[config.mk]
export PLATFORM = sky130hd
export DESIGN_NAME = anvil_mem_arbiter_flat
export DESIGN_NICKNAME = d
export VERILOG_FILES = /design/src/rtl/anvil_mem_arbiter_if.sv /design/src/rtl/anvil_mem_arbiter.sv /design/src/flat_wrapper.sv
export SDC_FILE = /design/constraint.sdc
export NUM_CORES = 1
export LEC_CHECK = 0
export CORE_AREA = 2 2 119 121
export CTS_BUF_LIST = sky130_fd_sc_hd__clkbuf_4 sky130_fd_sc_hd__clkbuf_8 sky130_fd_sc_hd__clkbuf_16
export CTS_CLUSTER_SIZE = 24
export DETAILED_ROUTE_END_ITERATION = 8
export DIE_AREA = 0 0 121 123
export DONT_BUFFER_PORTS = 1
export GPL_ROUTABILITY_DRIVEN = 0
export PLACE_DENSITY = 0.6
export SYNTH_ARGS = -nofsm -noshare
export SYNTH_HDL_FRONTEND = slang
export SYNTH_SLANG_ARGS = --single-unit
[constraint.sdc]
create_clock -name clk -period 1.7 [get_ports clk]
set_input_delay 0.17 -clock clk [delete_from_list [all_inputs] [get_ports clk]]
set_output_delay 0.17 -clock clk [all_outputs]
set_load 0.1 [all_outputs]
[src/rtl/anvil_mem_arbiter_if.sv]
// Signal bundle between the anvil core's fetch/data ports, the arbiter and the
// single-ported memory. The arbiter uses "slave"; the core+memory side uses "master".
interface anvil_mem_arbiter_if;
    logic        i_valid;
    logic        i_ready;
    logic [31:0] i_addr;
    logic [31:0] i_rdata;
    logic [31:0] i_wdata;
    logic [3:0]  i_wstrb;

    logic        d_valid;
    logic        d_ready;
    logic [31:0] d_addr;
    logic [31:0] d_rdata;
    logic [31:0] d_wdata;
    logic [3:0]  d_wstrb;

    logic        mem_valid;
    logic        mem_ready;
    logic [31:0] mem_addr;
    logic [31:0] mem_wdata;
    logic [3:0]  mem_wstrb;
    logic [31:0] mem_rdata;

    logic        bus_err;

    modport slave (
        input  i_valid, i_addr, i_wdata, i_wstrb,
        output i_ready, i_rdata,
        input  d_valid, d_addr, d_wdata, d_wstrb,
        output d_ready, d_rdata,
        output mem_valid, mem_addr, mem_wdata, mem_wstrb,
        input  mem_ready, mem_rdata,
        output bus_err
    );

    modport master (
        output i_valid, i_addr, i_wdata, i_wstrb,
        input  i_ready, i_rdata,
        output d_valid, d_addr, d_wdata, d_wstrb,
        input  d_ready, d_rdata,
        input  mem_valid, mem_addr, mem_wdata, mem_wstrb,
        output mem_ready, mem_rdata,
        input  bus_err
    );
endinterface

[src/rtl/anvil_mem_arbiter.sv]
// Merges the anvil core's fetch and data ports onto one memory bus, one request
// at a time, with an optional watchdog that aborts stalled memory accesses.
module anvil_mem_arbiter #(
    parameter int unsigned D_PRIORITY = 1,
    parameter int unsigned TIMEOUT    = 0,
    parameter logic [31:0] ERR_RDATA  = 32'hDEAD_BEEF
) (
    input  logic               clk,
    input  logic               resetn,
    anvil_mem_arbiter_if.slave bus
);
    typedef enum logic [1:0] {
        S_IDLE  = 2'd0,
        S_I_REQ = 2'd1,
        S_D_REQ = 2'd2,
        S_RESP  = 2'd3
    } state_t;

    localparam bit          LP_WD_EN   = (TIMEOUT != 0);
    localparam logic [31:0] LP_WD_LAST = LP_WD_EN ? 32'(TIMEOUT - 1) : 32'd0;

    state_t      r_state;
    state_t      w_next;
    logic        r_last_d;
    logic [31:0] r_wdog;

    logic        r_mem_valid;
    logic [31:0] r_mem_addr;
    logic [31:0] r_mem_wdata;
    logic [3:0]  r_mem_wstrb;

    logic        r_i_ready;
    logic        r_d_ready;
    logic        r_bus_err;
    logic [31:0] r_i_rdata;
    logic [31:0] r_d_rdata;

    logic        w_issue;
    logic        w_grant_d;
    logic        w_done;
    logic        w_abort;
    logic        w_in_req;
    logic [31:0] w_resp_data;
    logic        w_unused;

    assign w_in_req = (r_state == S_I_REQ) || (r_state == S_D_REQ);
    // The fetch port is read-only, so its write fields are never used.
    assign w_unused = ^{bus.i_wdata, bus.i_wstrb};

    always_ff @(posedge clk or negedge resetn) begin
        if (!resetn) begin
            r_state <= S_IDLE;
        end else begin
            r_state <= w_next;
        end
    end

    always_comb begin
        w_next      = r_state;
        w_issue     = 1'b0;
        w_grant_d   = 1'b0;
        w_done      = 1'b0;
        w_abort     = 1'b0;
        w_resp_data = ERR_RDATA;
        case (r_state)
            S_IDLE: begin
                if (bus.i_valid || bus.d_valid) begin
                    w_issue = 1'b1;
                    if (bus.i_valid && bus.d_valid) begin
                        // Round-robin hands a tie to whichever port lost last time.
                        w_grant_d = (D_PRIORITY != 0) ? 1'b1 : ~r_last_d;
                    end else begin
                        w_grant_d = bus.d_valid;
                    end
                    w_next = w_grant_d ? S_D_REQ : S_I_REQ;
                end
            end
            S_I_REQ, S_D_REQ: begin
                if (r_mem_valid && bus.mem_ready) begin
                    w_done      = 1'b1;
                    w_resp_data = bus.mem_rdata;
                    w_next      = S_RESP;
                end else if (LP_WD_EN && (r_wdog == LP_WD_LAST)) begin
                    w_abort = 1'b1;
                    w_next  = S_RESP;
                end
            end
            S_RESP: begin
                w_next = S_IDLE;
            end
            default: begin
                w_next = S_IDLE;
            end
        endcase
    end

    always_ff @(posedge clk or negedge resetn) begin
        if (!resetn) begin
            r_last_d    <= 1'b0;
            r_wdog      <= 32'd0;
            r_mem_valid <= 1'b0;
            r_mem_addr  <= 32'd0;
            r_mem_wdata <= 32'd0;
            r_mem_wstrb <= 4'd0;
            r_i_ready   <= 1'b0;
            r_d_ready   <= 1'b0;
            r_bus_err   <= 1'b0;
            r_i_rdata   <= 32'd0;
            r_d_rdata   <= 32'd0;
        end else begin
            r_i_ready <= 1'b0;
            r_d_ready <= 1'b0;
            r_bus_err <= 1'b0;

            if (w_issue) begin
                r_mem_valid <= 1'b1;
                r_last_d    <= w_grant_d;
                r_wdog      <= 32'd0;
                if (w_grant_d) begin
                    r_mem_addr  <= bus.d_addr;
                    r_mem_wdata <= bus.d_wdata;
                    r_mem_wstrb <= bus.d_wstrb;
                end else begin
                    r_mem_addr  <= bus.i_addr;
                    r_mem_wdata <= 32'd0;
                    r_mem_wstrb <= 4'd0;
                end
            end

            // Completion or abort: the ready pulse is registered so it lands in RESP.
            if (w_done || w_abort) begin
                r_mem_valid <= 1'b0;
                r_bus_err   <= w_abort;
                if (r_state == S_D_REQ) begin
                    r_d_rdata <= w_resp_data;
                    r_d_ready <= 1'b1;
                end else begin
                    r_i_rdata <= w_resp_data;
                    r_i_ready <= 1'b1;
                end
            end else if (w_in_req && LP_WD_EN) begin
                r_wdog <= r_wdog + 32'd1;
            end
        end
    end

    assign bus.mem_valid = r_mem_valid;
    assign bus.mem_addr  = r_mem_addr;
    assign bus.mem_wdata = r_mem_wdata;
    assign bus.mem_wstrb = r_mem_wstrb;
    assign bus.i_ready   = r_i_ready;
    assign bus.i_rdata   = r_i_rdata;
    assign bus.d_ready   = r_d_ready;
    assign bus.d_rdata   = r_d_rdata;
    assign bus.bus_err   = r_bus_err;
endmodule

[src/flat_wrapper.sv]
// flat-port wrapper written by rule: the top's interface ports become plain ports
module anvil_mem_arbiter_flat 
#(
    parameter int unsigned D_PRIORITY = 1,
    parameter int unsigned TIMEOUT    = 0,
    parameter logic [31:0] ERR_RDATA  = 32'hDEAD_BEEF
)
  (clk, resetn, bus_i_valid, bus_i_addr, bus_i_wdata, bus_i_wstrb, bus_i_ready, bus_i_rdata, bus_d_valid, bus_d_addr, bus_d_wdata, bus_d_wstrb, bus_d_ready, bus_d_rdata, bus_mem_valid, bus_mem_addr, bus_mem_wdata, bus_mem_wstrb, bus_mem_ready, bus_mem_rdata, bus_bus_err);
  anvil_mem_arbiter_if bus_i ();
  input  logic clk;
  input  logic resetn;
  input wire logic [$bits(bus_i.i_valid)-1:0] bus_i_valid;
  input wire logic [$bits(bus_i.i_addr)-1:0] bus_i_addr;
  input wire logic [$bits(bus_i.i_wdata)-1:0] bus_i_wdata;
  input wire logic [$bits(bus_i.i_wstrb)-1:0] bus_i_wstrb;
  output wire logic [$bits(bus_i.i_ready)-1:0] bus_i_ready;
  output wire logic [$bits(bus_i.i_rdata)-1:0] bus_i_rdata;
  input wire logic [$bits(bus_i.d_valid)-1:0] bus_d_valid;
  input wire logic [$bits(bus_i.d_addr)-1:0] bus_d_addr;
  input wire logic [$bits(bus_i.d_wdata)-1:0] bus_d_wdata;
  input wire logic [$bits(bus_i.d_wstrb)-1:0] bus_d_wstrb;
  output wire logic [$bits(bus_i.d_ready)-1:0] bus_d_ready;
  output wire logic [$bits(bus_i.d_rdata)-1:0] bus_d_rdata;
  output wire logic [$bits(bus_i.mem_valid)-1:0] bus_mem_valid;
  output wire logic [$bits(bus_i.mem_addr)-1:0] bus_mem_addr;
  output wire logic [$bits(bus_i.mem_wdata)-1:0] bus_mem_wdata;
  output wire logic [$bits(bus_i.mem_wstrb)-1:0] bus_mem_wstrb;
  input wire logic [$bits(bus_i.mem_ready)-1:0] bus_mem_ready;
  input wire logic [$bits(bus_i.mem_rdata)-1:0] bus_mem_rdata;
  output wire logic [$bits(bus_i.bus_err)-1:0] bus_bus_err;
  assign bus_i.i_valid = bus_i_valid;
  assign bus_i.i_addr = bus_i_addr;
  assign bus_i.i_wdata = bus_i_wdata;
  assign bus_i.i_wstrb = bus_i_wstrb;
  assign bus_i_ready = bus_i.i_ready;
  assign bus_i_rdata = bus_i.i_rdata;
  assign bus_i.d_valid = bus_d_valid;
  assign bus_i.d_addr = bus_d_addr;
  assign bus_i.d_wdata = bus_d_wdata;
  assign bus_i.d_wstrb = bus_d_wstrb;
  assign bus_d_ready = bus_i.d_ready;
  assign bus_d_rdata = bus_i.d_rdata;
  assign bus_mem_valid = bus_i.mem_valid;
  assign bus_mem_addr = bus_i.mem_addr;
  assign bus_mem_wdata = bus_i.mem_wdata;
  assign bus_mem_wstrb = bus_i.mem_wstrb;
  assign bus_i.mem_ready = bus_mem_ready;
  assign bus_i.mem_rdata = bus_mem_rdata;
  assign bus_bus_err = bus_i.bus_err;
  anvil_mem_arbiter #(.D_PRIORITY(D_PRIORITY), .TIMEOUT(TIMEOUT), .ERR_RDATA(ERR_RDATA)) u_core (.clk(clk), .resetn(resetn), .bus(bus_i));
endmodule
==> flow_summary_export.csv, run 1 <==
group,metric,value,unit
route,drc,0,
run_status,status,"finished, violations left",
yosys,synth_area,5510,µm²
cts,cts_num_sinks,137,
cts,clock_path_buffers,2,
global_route,grt.total_usage,22.2,%
global_route,grt_pass1_wl,25.4,mm
yosys,avgSynthCellArea,14.1,µm²
floorplanning,dieArea,14900,µm²
yosys,postSynth.asyncResetShare,100,%
run_status,violations,"hold timing",
yosys,netlist_instances,392,
yosys,yosysUniqueCellTypes,27,
worst_setup_path,start_kind,"flip-flop",
route,dr.pass1.iters,5,
layout,fin_cells,858,
yosys,seq_area_frac_synth,62.2,%
worst_setup_path,cp_cell_sequence,"inv_2, ha_4, nand3_2, or2_4, buf_12, mux2_4",
layout,final_nets,840,
worst_setup_path,worstSetupEndpointType,"flip-flop",
sta,hold_viol,137,
cts,root_buffer,"clkbuf_16",
route,drt-initial-drc-count,320,
sta,fin_crit,1.63,ns
layout,syn2layout_area_growth,58.2,%
floorplanning,io_pins,309,
worst_hold_path,holdCritPathClass,"primary input to async pin",
route,num_vias,4650,
worst_setup_path,crit_family,"flip-flops",
sta,clock_skew,0.00797,ns
worst_setup_path,slowest_delay,0.36,ns
cts,path_clk_slew,0.06,ns
sta,fin_crit_sh,95.7,%
cts,cts_buffers,17,
sta,drv_slew,0,
global_route,grt_max_degree,138,
place,portBuffers,0,
worst_setup_path,arrival,1.93,ns
worst_setup_path,worstSetupPathType,"flip-flop to flip-flop",
place,post-dp-hpwl,9.27,mm
global_route,antenna_found_initial,0,
floorplanning,core,13600,µm²
yosys,ys.flop_type,"dfrtp_1",
global_route,gr-total-overflow,0,
floorplanning,std_cell_rows,43,
yosys,synth_edf_count,0,
worst_setup_path,cp.required,2.00,ns
cts,cts.htree.levels,4,
sta,finalSetupViolCount,0,
route,via_per_inst,5.42,
layout,drive_gt1_share,37.9,%
sta,whs,-0.560,ns
cts,worstSkewPairLatency,0.42,ns
floorplanning,die_h,123,µm
global_route,grt_pass1_vias,4822,
yosys,synth_seq_cells,137,
floorplanning,initial_core_util,40.5,%
worst_setup_path,path_buf_inv,2,
route,detail-route-antenna-nets,0,
cts,cts_tree,"done",
sta,max_freq,615,MHz
yosys,synth_warnings,0,
run,maxCapViolations,0,
floorplanning,chipWidth,121,µm
worst_setup_path,worst-path-max-fanout,13,
route,post_drt_wl_per_cell,19.7,µm
layout,antenna_cells,0,
sta,rsz0062_at_grt,"false",
yosys,syn-num-nets,567,
route,wl,16.9,mm
place,placed_cells,687,
cts,cts_hold_buf,136,
worst_setup_path,cp_slowest_cell,"dfrtp_1",
layout,final_core_util,64.1,%
[stage by stage]
stage	cell area [µm²]	worst slack [ns]	hold slack (ns)	setup TNS, ns
final	8720	0.0730	-0.560	0
after global routing	8720	0.0133	-0.592	0
after CTS	8680	0.0322	-0.577	0
after detailed placement	6710	-0.00995	-0.122	-0.0710
after global placement	6710	0.0224	-0.123	0
after floorplan	5530	0.0397	-0.126	0
[flip-flops by register name (all words and copies together) (netlist names)]
name,flops
u_core.bus.i_ready,1
u_core.bus.d_rdata,32
u_core.bus.mem_addr,32
u_core.bus.i_rdata,32
u_core.r_state,2
u_core.bus.d_ready,1
u_core.bus.mem_wdata,32
u_core.bus.mem_wstrb,4
u_core.bus.mem_valid,1
[cell type report]
| cell class | count | area, µm² |
|---|---|---|
| fill | 964 | 4890 |
| sequential | 137 | 3430 |
| timing repair buffer | 286 | 2590 |
| multi-input combinational | 217 | 1880 |
| clock buffer | 19 | 453 |
| tap | 180 | 225 |
| clock inverter | 13 | 120 |
| inverter | 6 | 22.5 |
[cells in the mapped netlist (2+ instances only)]
library cell / n / area, µm²
dfrtp_1: 137 / 3430
o22ai_1: 64 / 400
a22o_1: 36 / 315
mux2_2: 35 / 394
a21oi_1: 34 / 170
mux2_4: 29 / 435
clkbuf_1: 14 / 52.6
buf_2: 6 / 30.0
inv_1: 6 / 22.5
buf_1: 4 / 15.0
buf_4: 4 / 30.0
buf_12: 3 / 60.1
nand2_1: 3 / 11.3
and2_1: 2 / 12.5
ha_1: 2 / 25.0
nand3_2: 2 / 20.0
[repair_timing]
| item | CTS | global route |
|---|---|---|
| buffers inserted | 0 | 1 |
| gates cloned | 1 | 1 |
| gates resized for setup | 2 | 3 |
| setup endpoints to repair | 24 | 38 |
| hold endpoints to repair | 272 | 137 |
| pin swaps | 0 | 1 |
[cells by family (layout without fill, tap and decap cells)]
| group | after synthesis | in the layout | synth area share, % |
|---|---|---|---|
| simple gates | 9 | 9 | 1.02 |
| mux | 65 | 65 | 15.2 |
| compound gates | 140 | 140 | 17.0 |
| other cells | 1 | 1 | 0.0680 |
| flops | 137 | 137 | 62.2 |
| buf+inv | 38 | 324 | 4.02 |
| fa+ha+maj | 2 | 2 | 0.454 |
[layout by cell type, fill, tap and decap left out, types with 2 or more instances in the layout]
cell type	n
inv_2	2
mux2_2	35
nand2_1	3
buf_12	5
dlygate4sd3_1	135
clkinv_2	3
clkbuf_16	18
a22o_1	36
inv_1	4
buf_4	143
nand3_2	2
and2_1	2
clkinv_4	2
o22ai_1	64
clkbuf_8	2
dfrtp_1	136
mux2_4	29
a21oi_1	34
clkinvlp_4	5
[final timing paths]
path	to	cells after the start	slack, ns	from
worst max-delay path	u_core.bus.i_rdata[27]	6	0.07	u_core.r_state[0]
min in group clk	u_core.bus.mem_addr[25]	2	0.03	bus_i_valid
worst min register to register	u_core.bus.i_rdata[1]	1	0.50	u_core.bus.i_rdata[1]
worst max register to register	u_core.bus.i_rdata[27]	6	0.07	u_core.r_state[0]
max in group asynchronous	u_core.bus.mem_addr[29]	0	2.09	resetn
worst min-delay path	u_core.bus.i_rdata[12]	0	-0.56	resetn
[per-layer routing]
layer  share of wire (%)  wire length [µm]  global-route usage, %
met5                   0                 0                      0
met4                 2.8               476                   8.94
met2                  52              8710                   38.5
met1                  38              6460                   25.6
met3                 7.3              1240                   7.15
Power of run 1 is not shown: default switching activity piles up to over one toggle a cycle in this logic, so the estimate is an artifact.
==> inputs of run 2 (changes only) <==
==> constraint.sdc (replaced) <==
create_clock -name clk -period 1.4 [get_ports clk]
set_input_delay 0.14 -clock clk [delete_from_list [all_inputs] [get_ports clk]]
set_output_delay 0.14 -clock clk [all_outputs]
set_load 0.1 [all_outputs]
==> run 2 against run 1 <==
  * The flow finishes with violations (hold timing, setup timing)
  * Clock skew hardly changed
  * Largest cell class unchanged
  * Worst setup slack worse by 0.34 ns
  * Fmax is 2.2% lower
  * Critical endpoint is now u_core.bus.i_rdata[29]
==> flow_summary_export.csv, run 2 (synthesis results as in run 1) <==
group,metric,value,unit
run_status,status,"finished, violations left",
run_status,violations,"hold timing, setup timing",
cts,cts_num_sinks,137,
worst_setup_path,path_buf_inv,2,
floorplanning,chipWidth,121,µm
layout,antenna_cells,0,
route,detail-route-antenna-nets,0,
sta,whs,-0.580,ns
sta,clock_skew,0.00825,ns
worst_setup_path,worstSetupPathType,"flip-flop to flip-flop",
route,drt-initial-drc-count,235,
worst_hold_path,holdCritPathClass,"primary input to async pin",
cts,clock_path_buffers,2,
place,portBuffers,0,
route,num_vias,4648,
sta,fin_crit,1.66,ns
cts,root_buffer,"clkbuf_16",
layout,n_fill_cell,928,
place,placed_cells,690,
floorplanning,std_cell_rows,43,
floorplanning,io_pins,309,
run,maxCapViolations,0,
sta,rsz0062_at_grt,"true",
worst_setup_path,cp_slowest_cell,"dfrtp_1",
worst_setup_path,worstSetupEndpointType,"flip-flop",
layout,drive_gt1_share,42.4,%
global_route,grt.total_usage,22.8,%
sta,fin_crit_sh,119,%
worst_setup_path,crit_family,"flip-flops",
layout,ff_latch_area,3430,µm²
global_route,antenna_found_initial,0,
sta,max_freq,601,MHz
cts,path_clk_slew,0.06,ns
sta,worst_slack,-0.263,ns
global_route,grt_pass1_vias,5061,
floorplanning,initial_core_util,40.5,%
route,drc,0,
cts,cts.htree.levels,4,
floorplanning,die_h,123,µm
route,post_drt_wl_per_cell,20.9,µm
sta,drv_slew,0,
floorplanning,core,13600,µm²
layout,final_nets,847,
route,dr.pass1.iters,5,
cts,cts_tree,"done",
global_route,grt_pass1_wl,25.9,mm
worst_setup_path,cp_cell_sequence,"buf_4, ha_1, or2_4, buf_12, mux2_4",
layout,final_common_cell,"buf_4",
cts,cts_buffers,17,
sta,finalSetupViolCount,65,
sta,hold_viol,138,
cts,worstSkewPairLatency,0.41,ns
worst_setup_path,start_kind,"flip-flop",
global_route,gr-total-overflow,0,
layout,multi_input_area,2040,µm²
worst_setup_path,worst-path-max-fanout,9,
place,post-dp-hpwl,9.66,mm
route,via_per_inst,5.38,
route,wl,18.0,mm
worst_setup_path,slowest_delay,0.38,ns
layout,final_cell_mix,"buf_4, dfrtp_1, dlygate4sd3_1",
global_route,grt_max_degree,138,
floorplanning,dieArea,14900,µm²
layout,fin_cells,864,
worst_setup_path,arrival,1.95,ns
layout,syn2layout_area_growth,65.1,%
worst_setup_path,cp.required,1.69,ns
-- run 2: layout make-up --
| class | instances | area share [%] |
|---|---|---|
| sequential | 137 | 37.7 |
| tap | 180 | 2.48 |
| timing repair buffer | 293 | 30.0 |
| clock buffer | 19 | 4.98 |
| multi-input combinational | 217 | 22.5 |
| inverter | 6 | 0.248 |
| clock inverter | 12 | 2.16 |
-- run 2: per-stage QoR --
step                      worst slack, ns  hold slack, ns  util, %  setup TNS [ns]  area, µm²
final                              -0.263          -0.580     66.8          -13.94       9100
after global routing               -0.305          -0.604     66.8          -16.89       9100
after CTS                          -0.260          -0.605     64.7          -13.87       8810
after detailed placement           -0.313          -0.152     49.5          -16.21       6740
after global placement             -0.274          -0.152     49.5          -14.14       6740
after floorplan                    -0.248          -0.156        -          -13.85       5530
-- run 2: per-layer routing --
layer / global-route usage [%] / up-vias / wire [µm]
met1: 26.3 / 2301 / 6910
met4: 11.2 / 0 / 547
met2: 38.8 / 259 / 9280
met5: 0 / - / 0
met3: 6.87 / 46 / 1300
li1: - / 2042 / -
-- run 2: worst paths after layout --
kind / cells after the start / startpoint / end / slack, ns
min in group clk: 2 / bus_mem_ready / u_core.bus.mem_valid / -0.04
max reg2reg: 5 / u_core.r_state[1] / u_core.bus.i_rdata[29] / -0.26
max in group asynchronous: 0 / resetn / u_core.bus.mem_addr[8] / 1.83
min reg2reg: 1 / u_core.bus.mem_wdata[18] / u_core.bus.mem_wdata[18] / 0.51
min: 0 / resetn / u_core.bus.i_rdata[17] / -0.58
max: 5 / u_core.r_state[1] / u_core.bus.i_rdata[29] / -0.26
-- run 2: timing repair --
item                                    4_1_cts  5_1_grt
cloned                                        2        4
setup buffers                                 1        1
hold buffers                                134        1
gates resized for setup                       5       34
endpoints found under the setup margin       67      128
hold endpoints to repair                    272      139
Power of run 2 is left out for the same reason.
==> inputs of run 3 (changes only) <==
--- a/config.mk
+++ b/config.mk
@@ -13,6 +13,7 @@
 export DONT_BUFFER_PORTS = 1
 export GPL_ROUTABILITY_DRIVEN = 0
 export PLACE_DENSITY = 0.6
+export RECOVER_POWER = 50
 export SYNTH_ARGS = -nofsm -noshare
 export SYNTH_HDL_FRONTEND = slang
 export SYNTH_SLANG_ARGS = --single-unit
==> run 3 against run 2 <==
  * The run still ends with hold timing, setup timing left
  * Final cell count unchanged
  * Via count down 0.19%
  * Worst hold slack about the same
  * Die area unchanged
  * Non-clock buffer count unchanged
  * Clock skew about the same
  * Core utilization about the same
  * Sequential cell count unchanged
  * Sequential share of layout area about the same
  * Largest cell class unchanged
==> flow_summary_export.csv, run 3 (synthesis results as in run 1) <==
group,metric,value,unit
run_status,status,"finished, violations left",
run_status,violations,"hold timing, setup timing",
worst_setup_path,slowest_delay,0.38,ns
worst_setup_path,cp.required,1.69,ns
worst_setup_path,start_kind,"flip-flop",
layout,final_common_cell,"dfrtp_1",
layout,final_nets,847,
route,drc,0,
cts,cts_buffers,17,
worst_setup_path,crit_family,"flip-flops",
worst_setup_path,crit_cells,5,
cts,cts_tree,"done",
floorplanning,die_h,123,µm
place,portBuffers,0,
layout,n_fill_cell,929,
worst_setup_path,r2r_end,"u_core.bus.i_rdata[29]",
sta,rsz0062_at_grt,"true",
global_route,grt_pass1_vias,5061,
worst_setup_path,rr_startpoint,"u_core.r_state[1]",
layout,drive_gt1_share,42.4,%
place,dpl_cell_area,6740,µm²
sta,finalSetupViolCount,65,
worst_setup_path,cp_slowest_cell,"dfrtp_1",
route,dr.pass1.iters,4,
floorplanning,core,13600,µm²
worst_setup_path,timing.reg2reg.setup_slack,-0.26,ns
global_route,grt_max_degree,138,
worst_setup_path,worst-path-max-fanout,9,
run,maxCapViolations,0,
sta,fin_crit,1.66,ns
floorplanning,io_pins,309,
cts,cts.htree.levels,4,
worst_setup_path,arrival,1.95,ns
sta,fin_crit_sh,119,%
cts,clock_path_buffers,2,
layout,antenna_cells,0,
sta,clock_skew,0.00824,ns
route,wl,17.9,mm
layout,ff_latch_area,3430,µm²
layout,final_cell_mix,"dfrtp_1, dlygate4sd3_1, buf_4",
floorplanning,chipWidth,121,µm
route,drt-initial-drc-count,222,
sta,whs,-0.579,ns
cts,path_clk_slew,0.06,ns
sta,max_freq,602,MHz
cts,worstSkewPairLatency,0.41,ns
global_route,gr-total-overflow,0,
cts,root_buffer,"clkbuf_16",
sta,fin_setup_tns,-13.90,ns
floorplanning,initial_core_util,40.5,%
route,post_drt_wl_per_cell,20.8,µm
sta,drv_slew,0,
layout,syn2layout_area_growth,65.0,%
worst_setup_path,path_buf_inv,2,
global_route,antenna_found_initial,0,
global_route,grt.total_usage,22.8,%
floorplanning,std_cell_rows,43,
route,num_vias,4639,
floorplanning,dieArea,14900,µm²
route,via_per_inst,5.37,
worst_setup_path,cp_cell_sequence,"buf_4, ha_1, or2_4, buf_12, mux2_4",
route,detail-route-antenna-nets,0,
place,pre_cts_ws,-0.313,ns
worst_setup_path,worstSetupPathType,"flip-flop to flip-flop",
worst_setup_path,worstSetupEndpointType,"flip-flop",
worst_setup_path,r2r_cells,5,
sta,hold_viol,138,
cts,cts_num_sinks,137,
layout,multi_input_area,2040,µm²
sta,worst_slack,-0.262,ns
layout,final_area,9090,µm²
place,post-dp-hpwl,9.66,mm
global_route,grt_pass1_wl,25.9,mm
worst_hold_path,holdCritPathClass,"primary input to async pin",
## run 3: cell count changes in the layout (fill, tap and decap cells not counted), sizes merged
cell,delta
clkbuf,+26
buf,-26
## run 3: routing by layer
metal  global-route usage, %  share of wire (%)
met4                    11.2                3.0
met1                    26.3                 38
met2                    38.8                 52
met3                    6.87                7.1
met5                       0                  0
## run 3: final cells by class
class / instances / area share, %
Sequential cell: 137 / 37.7
Timing Repair Buffer: 293 / 29.9
Multi-Input combinational cell: 217 / 22.5
Clock buffer: 19 / 4.98
Tap cell: 180 / 2.48
Clock inverter: 12 / 2.16
Inverter: 6 / 0.248
## run 3: per-stage QoR
step,util [%],instances
floorplan,-,392
global placement,49.5,690
detailed placement,49.5,690
CTS,64.7,858
global route,66.8,864
finish,66.8,864
## run 3: worst max-delay path by stage
stage | from | endpoint | slack (ns)
global placement | u_core.r_state[1] | u_core.bus.i_rdata[23] | -0.27
global route | u_core.r_state[0] | u_core.bus.i_rdata[4] | -0.30
finish | u_core.r_state[1] | u_core.bus.i_rdata[29] | -0.26
floorplan | u_core.r_state[1] | u_core.bus.i_rdata[10] | -0.25
detailed placement | u_core.r_state[1] | u_core.bus.i_rdata[29] | -0.31
CTS | u_core.r_state[0] | u_core.bus.i_rdata[5] | -0.26
## run 3: repair_timing
item                                    in CTS  in global routing
gates cloned                                 2                  4
hold endpoints to repair                   272                139
endpoints found under the setup margin      67                128
hold buffers                               134                  1
resized for setup                            5                 34
buffers inserted                             1                  1
Power of run 3 is left out for the same reason.
